## config.mk

```make
export PLATFORM = sky130hd
export DESIGN_NAME = idex_hazard_ctrl
export DESIGN_NICKNAME = d
export VERILOG_FILES = /design/src/rtl/idex_hazard_ctrl.sv
export SDC_FILE = /design/constraint.sdc
export NUM_CORES = 1
export LEC_CHECK = 0
export BUFFER_PORTS_ARGS = -buffer_cell sky130_fd_sc_hd__buf_2
export CORE_MARGIN = 3
export CORE_UTILIZATION = 43
export CTS_CLUSTER_SIZE = 8
export DETAILED_ROUTE_END_ITERATION = 6
export PLACE_DENSITY = 0.77
export REMOVE_ABC_BUFFERS = 1
export SYNTH_ARGS = -nofsm -noshare
export SYNTH_HDL_FRONTEND = slang
export SYNTH_SLANG_ARGS = --single-unit
```

## constraint.sdc

```tcl
create_clock -name clk -period 2.25 [get_ports clk]
set_clock_uncertainty 0.1 [all_clocks]
set_input_delay 0.45 -clock clk [delete_from_list [all_inputs] [get_ports clk]]
set_output_delay 0.45 -clock clk [all_outputs]
set_load 0.03 [all_outputs]
```

## src/rtl/idex_hazard_ctrl.sv

```systemverilog
// idex_hazard_ctrl
//
// Hazard controller for the ID/EX boundary. It watches the instruction in ID
// against the instruction currently held in the ID/EX register and against the
// multi-cycle multiply/divide unit that writes Hi/Lo. It produces:
//   - a stall for PC and IF/ID,
//   - a bubble (zeroed control) request for ID/EX,
//   - the sequencing of the mult/div unit, including a one-cycle Hi/Lo write
//     strobe.
//
// Parameters:
//   MUL_CYCLES  execute cycles for a multiply (1..64)
//   DIV_CYCLES  execute cycles for a divide   (1..64)
//
// Optional feature (compile-time macro HAZARD_FLOAT_EN):
//   defined     a load-use hazard also requires the source and destination to
//               be in the same register file (integer vs float).
//   undefined   register-file class is ignored, which is conservative.
//               id_float and ex_float stay on the port list.
//
// Ports:
//   clk, rst_n                  clock and asynchronous active-low reset
//   id_valid                    ID holds a valid instruction
//   id_rs, id_rt                ID source register numbers
//   id_uses_rs, id_uses_rt      the source is actually read
//   id_float                    ID sources are float registers
//   id_hilo_read                ID instruction reads Hi/Lo (mfhi/mflo)
//   id_md_start, id_md_div      ID instruction is mult/div; 1 = divide
//   ex_rwrite, ex_float         ID/EX RWrite / Float outputs
//   ex_wbsrc                    ID/EX WBsrc; 2'b01 means memory load
//   ex_dst                      ID/EX destination register
//   flush                       taken-branch flush from EX
//   stall_if                    hold PC and IF/ID (combinational)
//   bubble_idex                 load zero control into ID/EX (combinational)
//   md_busy                     mult/div in flight (registered)
//   md_done                     one-cycle Hi/Lo write strobe (registered)
//   md_cnt                      remaining execute cycles

module idex_hazard_ctrl #(
  parameter int unsigned MUL_CYCLES = 4,
  parameter int unsigned DIV_CYCLES = 32
) (
  input  logic       clk,
  input  logic       rst_n,
  input  logic       id_valid,
  input  logic [4:0] id_rs,
  input  logic [4:0] id_rt,
  input  logic       id_uses_rs,
  input  logic       id_uses_rt,
  input  logic       id_float,
  input  logic       id_hilo_read,
  input  logic       id_md_start,
  input  logic       id_md_div,
  input  logic       ex_rwrite,
  input  logic       ex_float,
  input  logic [1:0] ex_wbsrc,
  input  logic [4:0] ex_dst,
  input  logic       flush,
  output logic       stall_if,
  output logic       bubble_idex,
  output logic       md_busy,
  output logic       md_done,
  output logic [5:0] md_cnt
);

  typedef enum logic [1:0] {
    IDLE = 2'd0,
    BUSY = 2'd1,
    DONE = 2'd2
  } mdState_t;

  localparam logic [1:0] WB_LOAD  = 2'b01;
  localparam logic [5:0] MUL_LOAD = 6'(MUL_CYCLES - 1);
  localparam logic [5:0] DIV_LOAD = 6'(DIV_CYCLES - 1);

  mdState_t   state;
  mdState_t   stateNext;
  logic [5:0] cnt;
  logic [5:0] cntNext;

  logic floatMatch;
  logic srcHit;
  logic loadUse;
  logic mdHazard;
  logic accept;

`ifdef HAZARD_FLOAT_EN
  assign floatMatch = (id_float == ex_float);
`else
  // Register-file class is ignored: every numeric match is treated as a hit.
  logic unusedFloat;
  assign floatMatch  = 1'b1;
  assign unusedFloat = id_float ^ ex_float;
`endif

  // Load-use: the ID/EX instruction is a load whose result is read by the ID
  // instruction. r0 is never a real destination.
  assign srcHit = (id_uses_rs && (id_rs == ex_dst)) ||
                  (id_uses_rt && (id_rt == ex_dst));

  assign loadUse = id_valid && ex_rwrite && (ex_wbsrc == WB_LOAD) &&
                   (ex_dst != 5'd0) && srcHit && floatMatch;

  // Hi/Lo readers and new mult/div must wait until the unit is back in IDLE,
  // which is the cycle after the Hi/Lo write strobe.
  assign mdHazard = (state != IDLE) && id_valid && (id_hilo_read || id_md_start);

  // A mult/div that would itself be stalled or flushed must not start.
  assign accept = (state == IDLE) && id_valid && id_md_start && !loadUse && !flush;

  // Flush wins: the younger instruction is killed, so holding it is pointless.
  // During reset ID/EX is held as a bubble and the front end is free.
  assign stall_if    = rst_n && !flush && (loadUse || mdHazard);
  assign bubble_idex = !rst_n || flush || loadUse || mdHazard;

  always_comb begin
    stateNext = state;
    cntNext   = cnt;
    case (state)
      IDLE: begin
        if (accept) begin
          stateNext = BUSY;
          cntNext   = id_md_div ? DIV_LOAD : MUL_LOAD;
        end
      end
      BUSY: begin
        if (cnt == 6'd0) begin
          stateNext = DONE;
        end else begin
          cntNext = cnt - 6'd1;
        end
      end
      DONE: begin
        stateNext = IDLE;
        cntNext   = '0;
      end
      default: begin
        stateNext = IDLE;
        cntNext   = '0;
      end
    endcase
  end

  // md_busy/md_done are registered copies of the next state so they come
  // straight from flops rather than from a state decode.
  always_ff @(posedge clk or negedge rst_n) begin
    if (!rst_n) begin
      state   <= IDLE;
      cnt     <= '0;
      md_busy <= 1'b0;
      md_done <= 1'b0;
    end else begin
      state   <= stateNext;
      cnt     <= cntNext;
      md_busy <= (stateNext != IDLE);
      md_done <= (stateNext == DONE);
    end
  end

  assign md_cnt = cnt;

endmodule
```

==> impl_metrics.tcl, run 1 <==
set metrics [dict create \
    final_cells 143 \
    hold_viol_final 0 \
    detail_route.wl_per_cell_um 12.7 \
    max_slew_margin_pct 73.2 \
    netlist_area_um2 743 \
    first_global_vias 713 \
    status "complete, no violations" \
    tightest_slew_ps 400 \
    clock_latency_ps 260 \
    area_growth_pct 34.3 \
    ys_seq_elements 10 \
    initial_utilization_pct 47.7 \
    core_um2 1560 \
    drive_gt1_share_pct 34.6 \
    placedCellCount 139 \
    route.vias.total 802 \
    clkTransAtPathRegs_ps 70 \
    crit_required_ps 1700 \
    final_antenna_net_count 0 \
    drt_iter0_drc 16 \
    grt-ovfl-total 0 \
    final_nets 158 \
    n_antenna_cell 0 \
    cp-end-kind "output port" \
    design_area_um2 998 \
    finalPower_mw 1.15 \
    postCtsSetupRepairBufs 0 \
    cts_sinks 10 \
    place_congestion 0.816 \
    dp_hpwl_um 1510 \
    crit_fanout 3 \
    yosys_warnings 0 \
    cts_resized 0 \
    cts_hold_buf 0 \
    num_rows 14 \
    die_area_um2 2260 \
    critPathLaunchType "input port" \
    busiest_layer "met2" \
    drv_cap 0 \
    syn_avg_cell_area_um2 8.64 \
    globalRouteMet2Util_pct 28.6 \
    root_buffer "clkbuf_4" \
    grt_antenna_before_repair 0 \
    synth_cell_type_count 33 \
    post-place-ws_ps 119 \
    cts-buffers-inserted 3 \
    port_buffers 36 \
    ios 39 \
    cts_tree "built" \
    period_share_pct 92.2 \
    grt_max_degree 11 \
    placed_area_um2 953 \
    rsz0062_at_grt "false" \
    grt_use_total_pct 18.2 \
    post-route-min-period_ps 2070 \
    cellLeakagePower_nw 0.471 \
    fin_util_pct 64.0 \
    hp-class "in2async" \
    die_h_um 47.6 \
    irDropWorstVdd_uv 662 \
    use_met1_pct 25.3 \
    final_common_cell "buf_2" \
    htreeDepth 1 \
    mostFrequentLayoutCells "buf_2 (35), xnor2_1 (11), dfrtp_1 (10)" \
    setup_slack_ps 175 \
    netlist_instances 86 \
    met3_usage_pct 4.89 \
    vias_per_cell 5.61 \
    wl_um 1810 \
    setup_violations 0 \
    fmax_ghz 0.482 \
    seq_area_frac_synth_pct 33.7 \
    drt_pass1_iterations 4 \
    slew_violations 0 \
    drcViolationCount 0 \
    grt_pass1_wl_um 2960 \
    fp.dieW_um 47.6 \
    power_density_nw_per_um2 1160 \
    critical_path_class "in2out" \
    clockBufferDepth 2 \
    worstPathArrival_ps 1520 \
]
## through the flow
step / hold slack [ps] / setup TNS, ps
5_1_grt: 18.9 / 0
3_3_place_gp: 302 / 0
3_5_place_dp: 304 / 0
4_1_cts: 16.6 / 0
2_1_floorplan: 54.4 / -52.4
6_report: 17.6 / 0
## area by class of cell
type	count	area, µm²
Timing Repair Buffer	38	198
Multi-Input combinational cell	71	479
Fill cell	141	561
Inverter	4	15.0
Clock buffer	4	36.3
Sequential cell	10	250
Tap cell	16	20.0
## routing by layer
metal  routed length, µm  vias to the layer above
met5                   0                        -
met4                   9                        0
met3                 133                        2
met2                 893                       33
met1                 776                      371
li1                    -                      396
## state kept, by name (all words and copies together), names as in the netlist
| register | flops |
|---|---|
| md_cnt | 6 |
| md_busy | 1 |
| md_done | 1 |
| state | 2 |
## cell families (layout without fill, tap and decap cells)
| kind of cell | count (synthesis) | in the layout | synth area share, % |
|---|---|---|---|
| DFF | 10 | 10 | 33.7 |
| AOI/OAI and AO/OA | 22 | 22 | 21.4 |
| buffers and inverters | 5 | 46 | 2.69 |
| and+or+nand+nor | 35 | 35 | 24.9 |
| adders and majority gates | 1 | 1 | 1.68 |
| xor gates and xnor gates | 11 | 11 | 13.0 |
| muxes | 2 | 2 | 2.69 |
## cells in the mapped netlist (all sizes together)
library cell / count / area, µm²
a211oi: 2 / 15.0
a21boi: 1 / 7.51
a21oi: 4 / 20.0
a22o: 2 / 17.5
a311o: 3 / 30.0
a32o: 2 / 20.0
and2: 2 / 12.5
and2b: 1 / 7.51
clkbuf: 1 / 5.00
dfrtp: 10 / 250
ha: 1 / 12.5
inv: 4 / 15.0
mux2i: 2 / 20.0
nand2: 9 / 33.8
nand2b: 1 / 6.26
nand3: 5 / 25.0
nand3b: 1 / 7.51
nand4: 2 / 12.5
nand4b: 1 / 8.76
nor2: 6 / 22.5
nor2b: 1 / 6.26
nor3: 3 / 15.0
nor4b: 1 / 8.76
o211ai: 1 / 7.51
o21a: 1 / 7.51
o21ai: 4 / 20.0
o22ai: 1 / 6.26
o31ai: 1 / 7.51
or2b: 1 / 7.51
or3: 1 / 11.3
xnor2: 11 / 96.3
## worst max-delay path, stage by stage
cell and delay, ps:
buf_2 120, xnor2_1 180, nand4_1 130, o22ai_2 220, nand2_1 120, a21boi_1 140
buf_4 170
## where the power goes
part	switching, mW	internal, mW
clock	0.0626	0.0982
combinational	0.372	0.272
sequential	0.0952	0.255
## worst paths after layout
kind                            from   endpoint  slack [ps]  cells after the start
hold / removal                 rst_n  md_cnt[3]          20                      2
setup / recovery           ex_dst[0]   stall_if         180                      7
hold reg to reg             state[1]    md_busy         500                      1
max in group asynchronous      rst_n    md_busy        1890                      2
min in group clk            state[1]    md_busy         500                      1
setup reg to reg           md_cnt[2]  md_cnt[5]         510                      5
(Power assumes the default switching activity.)
==> run 2, diff against run 1 <==
--- a/config.mk
+++ b/config.mk
@@ -6,6 +6,7 @@
 export NUM_CORES = 1
 export LEC_CHECK = 0
 export BUFFER_PORTS_ARGS = -buffer_cell sky130_fd_sc_hd__buf_2
+export CORE_ASPECT_RATIO = 0.9
 export CORE_MARGIN = 3
 export CORE_UTILIZATION = 43
 export CTS_CLUSTER_SIZE = 8
==> run 2 against run 1 <==
  * Sequential cell count stayed put
  * Wire length increased by 16%
  * Final area increased by 2.3%
  * Core utilization grew 2.7 points
  * Global-route usage up 2.9 points
  * Non-clock buffer count rose by 2
  * Setup slack got worse by 65 ps
  * Critical path depth shrank 2
  * Worst hold slack improved by 480 ps
  * Highest routed layer unchanged
==> impl_metrics.tcl, run 2 (synthesis gave the netlist of run 1 again) <==
set metrics [dict create \
    r2r_cells 5 \
    drt_pass1_iterations 4 \
    die_h_um 45.4 \
    hp-class "reg2reg" \
    n_antenna_cell 0 \
    grt-ovfl-total 0 \
    crit_fanout 8 \
    clockBufferDepth 2 \
    tightest_slew_ps 478 \
    whs_ps 498 \
    first_global_vias 831 \
    p_sw_share_pct 46.9 \
    cp-end-kind "output port" \
    core_um2 1530 \
    root_buffer "clkbuf_4" \
    place_congestion 0.805 \
    regArea_um2 250 \
    p_sw_mw 0.553 \
    final_cells 151 \
    min_delay_path_depth 1 \
    power_density_nw_per_um2 1160 \
    nFillCells 143 \
    ios 39 \
    route.vias.total 829 \
    rsz0062_at_grt "false" \
    grt_antenna_before_repair 0 \
    p_comb_share_pct 55.8 \
    final_common_cell "buf_2" \
    critical_path_class "reg2out" \
    vias_per_cell 5.49 \
    seqPwrFrac_pct 30.0 \
    critPathLaunchType "register" \
    setup_violations 0 \
    die_area_um2 2260 \
    final_nets 160 \
    worstPathArrival_ps 1590 \
    period_share_pct 95.1 \
    largest_register_ffs 6 \
    cts_sinks 10 \
    p_int_mw 0.626 \
    crit_required_ps 1700 \
    status "complete, no violations" \
    cellLeakagePower_nw 0.480 \
    drt_iter0_drc 14 \
    clkTransAtPathRegs_ps 60 \
    num_rows 13 \
    mostFrequentLayoutCells "buf_2 (36), xnor2_1 (11), dfrtp_1 (10)" \
    irDropWorstVdd_uv 814 \
    wl_um 2090 \
    clock_latency_ps 280 \
    max_slew_margin_pct 68.0 \
    slew_violations 0 \
    area_growth_pct 37.4 \
    drive_gt1_share_pct 34.9 \
    port_buffers 36 \
    placedCellCount 145 \
    cts_tree "built" \
    dp_hpwl_um 1730 \
    drcViolationCount 0 \
    pwr-share-clk_pct 14.2 \
    hold_viol_final 0 \
    cts-buffers-inserted 3 \
    initial_utilization_pct 48.6 \
    drv_cap 0 \
    grt_max_degree 11 \
    multi_input_area_um2 479 \
    detail_route.wl_per_cell_um 13.9 \
    fp.dieW_um 49.8 \
    fmax_ghz 0.467 \
    grt_pass1_wl_um 3560 \
    htreeDepth 1 \
    final_antenna_net_count 0 \
    grt_use_total_pct 21.1 \
    post-route-min-period_ps 2140 \
]
-- run 2: worst paths after layout --
path	slack, ps	endpoint	startpoint
worst min register to register	500	md_busy	state[1]
max in group asynchronous	1370	md_busy	rst_n
worst max-delay path	110	stall_if	state[0]
worst min-delay path	500	md_busy	state[1]
worst max register to register	520	md_cnt[5]	md_cnt[2]
min in group asynchronous	540	md_cnt[0]	rst_n
-- run 2: through the flow --
stage / worst slack [ps] / area (µm²) / utilization [%] / total power [mW] / TNS, ps
detailed placement: 20.4 / 961 / 62.8 / 1.01 / 0
finish: 110 / 1020 / 66.8 / 1.18 / 0
global route: 5.80 / 1020 / 66.8 / 1.27 / 0
CTS: 8.68 / 997 / 65.2 / 1.17 / 0
global placement: 82.6 / 961 / 62.8 / 0.977 / 0
floorplan: -52.4 / 738 / - / 0.819 / -52.4
-- run 2: critical path: stages, from the launching register on --
cell,delay [ps]
dfrtp_1,490
inv_1,180
nand2_1,140
o211ai_1,110
a21boi_0,180
buf_2,220
-- run 2: power groups by stage --
stage | clock network [mW] | registers [mW] | logic [mW]
6_report | 0.167 | 0.354 | 0.658
5_1_grt | 0.178 | 0.372 | 0.722
3_3_place_gp | 0 | 0.349 | 0.628
3_5_place_dp | 0 | 0.355 | 0.653
2_1_floorplan | 0 | 0.454 | 0.364
4_1_cts | 0.166 | 0.352 | 0.656
-- run 2: what timing repair did --
action,4_1_cts,5_1_grt
endpoints found under the setup margin,0,2
hold buffers,0,1
gates resized for setup,0,1
buffers inserted,0,1
hold endpoints to repair,0,4
-- run 2: final cells by class --
type,instances,share of cell area (%)
tap,22,2.70
inverter,4,1.47
timing repair buffer,40,20.8
sequential,10,24.5
multi-input combinational,71,46.9
clock buffer,4,3.55
-- run 2: metal layers --
layer,GRT usage [%],vias up,routed length [µm]
li1,-,402,-
met1,23.8,381,788
met2,38.3,41,1090
met3,7.54,5,192
met4,5.52,0,19
met5,0,-,0
==> run 3, diff against run 2 <==
--- a/config.mk
+++ b/config.mk
@@ -6,12 +6,12 @@
 export NUM_CORES = 1
 export LEC_CHECK = 0
 export BUFFER_PORTS_ARGS = -buffer_cell sky130_fd_sc_hd__buf_2
-export CORE_ASPECT_RATIO = 0.9
 export CORE_MARGIN = 3
 export CORE_UTILIZATION = 43
 export CTS_CLUSTER_SIZE = 8
 export DETAILED_ROUTE_END_ITERATION = 6
-export PLACE_DENSITY = 0.77
+export GPL_ROUTABILITY_DRIVEN = 0
+export PLACE_DENSITY = 0.88
 export REMOVE_ABC_BUFFERS = 1
 export SYNTH_ARGS = -nofsm -noshare
 export SYNTH_HDL_FRONTEND = slang
==> run 3 against run 2 <==
  * Final area is 2.2% lower
  * Clock power about the same
  * Cell count down 5.3%
  * Combinational power decreased by 1%
  * Sequential power about the same
  * Global-route usage about the same
  * Wire length shrank 8.0%
  * Core utilization decreased by 2.7 points
  * Critical path depth up 2
  * Register-to-register slack worse by 30 ps
  * Worst hold slack worse by 480 ps
  * Fmax grew 1.1%
  * Highest routed layer unchanged
==> impl_metrics.tcl, run 3 (synthesis gave the netlist of run 1 again) <==
set metrics [dict create \
    detail_route.wl_per_cell_um 13.5 \
    cts_sinks 10 \
    setup_violations 0 \
    crit_required_ps 1700 \
    setup_slack_ps 134 \
    grt_antenna_before_repair 0 \
    clockBufferDepth 2 \
    drt_pass1_iterations 4 \
    die_h_um 47.6 \
    drv_cap 0 \
    final_common_cell "buf_2" \
    grt_pass1_wl_um 3370 \
    rsz0062_at_grt "false" \
    postCtsSetupRepairBufs 0 \
    htreeDepth 1 \
    cts_tree "built" \
    root_buffer "clkbuf_4" \
    cp-end-kind "output port" \
    period_share_pct 94.1 \
    port_buffers 36 \
    critical_path_class "in2out" \
    wl_um 1930 \
    clock_latency_ps 270 \
    max_slew_margin_pct 71.8 \
    final_nets 158 \
    n_antenna_cell 0 \
    reg2reg_slack_ps 490 \
    core_um2 1560 \
    hold_viol_final 0 \
    fin_util_pct 64.0 \
    cellLeakagePower_nw 0.470 \
    grt_use_total_pct 21.0 \
    r2r-start "md_cnt[2]" \
    r2r_cells 5 \
    vias_per_cell 5.63 \
    die_area_um2 2260 \
    post-route-min-period_ps 2120 \
    finalPower_mw 1.17 \
    rr_endpoint "md_cnt[5]" \
    grt_max_degree 11 \
    grt-ovfl-total 0 \
    setup_tns_ps 0 \
    largest_register_ffs 6 \
    cts_hold_buf 0 \
    hp-class "in2async" \
    slew_violations 0 \
    ios 39 \
    whs_ps 16.5 \
    route.vias.total 805 \
    crit_fanout 3 \
    tightest_slew_ps 421 \
    power_density_nw_per_um2 1170 \
    first_global_vias 810 \
    irDropWorstVdd_uv 620 \
    final_antenna_net_count 0 \
    drt_iter0_drc 15 \
    fp.dieW_um 47.6 \
    worstPathArrival_ps 1570 \
    cts-buffers-inserted 3 \
    dp_hpwl_um 1570 \
    clkTransAtPathRegs_ps 70 \
    drive_gt1_share_pct 34.6 \
    initial_utilization_pct 47.7 \
    drcViolationCount 0 \
    area_growth_pct 34.3 \
    status "complete, no violations" \
    mostFrequentLayoutCells "buf_2 (35), xnor2_1 (11), dfrtp_1 (10)" \
    num_rows 14 \
    fmax_ghz 0.473 \
    critPathLaunchType "input port" \
    post-place-ws_ps 86.6 \
]
-- run 3: cell types whose count changed in the layout (fill, tap and decap cells not counted) --
cell	before	now
buf_2	36	35
dlygate4sd3_1	1	0
-- run 3: stage by stage --
stage,cells,cell area (µm²)
2_1_floorplan,85,738
3_3_place_gp,139,953
3_5_place_dp,139,953
4_1_cts,143,990
5_1_grt,143,998
6_report,143,998
-- run 3: per-layer routing --
metal  wire, µm  vias to the layer above  GRT usage, %  share of wire (%)
met5          0                        -             0                  0
met4         27                        0          9.14                1.4
met3        118                        4          6.02                6.1
met2        964                       31          34.0                 50
met1        815                      370          26.1                 42
li1           -                      400             -                  -
-- run 3: critical path, cell delays in order --
cell and delay [ps]:
buf_2 130, xnor2_1 150, nand4_1 140, o22ai_2 220
nand2_1 110, a21boi_0 180, buf_4 190
-- run 3: report_power, final --
| part | switching (mW) | internal (mW) | total [mW] |
|---|---|---|---|
| registers | 0.0989 | 0.255 | 0.354 |
| logic | 0.377 | 0.272 | 0.649 |
| clock network | 0.0671 | 0.0984 | 0.165 |
| total | 0.543 | 0.626 | 1.17 |
-- run 3: cell type report --
cell class / instances / area, µm²
Fill cell: 134 / 561
Multi-Input combinational cell: 71 / 479
Sequential cell: 10 / 250
Timing Repair Buffer: 38 / 198
Clock buffer: 4 / 36.3
Tap cell: 16 / 20.0
Inverter: 4 / 15.0
-- run 3: worst max path at each step --
| stage | startpoint | to | slack [ps] | cells after the start |
|---|---|---|---|---|
| after detailed placement | ex_dst[4] | stall_if | 90 | 7 |
| after floorplan | ex_dst[1] | stall_if | -50 | 5 |
| after CTS | ex_dst[4] | stall_if | 80 | 7 |
| after global routing | ex_dst[4] | stall_if | 5 | 7 |
| after global placement | ex_dst[4] | stall_if | 110 | 7 |
| final | ex_dst[1] | stall_if | 130 | 7 |
-- run 3: what timing repair did --
action / 4_1_cts / 5_1_grt
endpoints found under the setup margin: 0 / 1
gates resized for setup: 0 / 2
endpoints found under the hold margin: 0 / 0
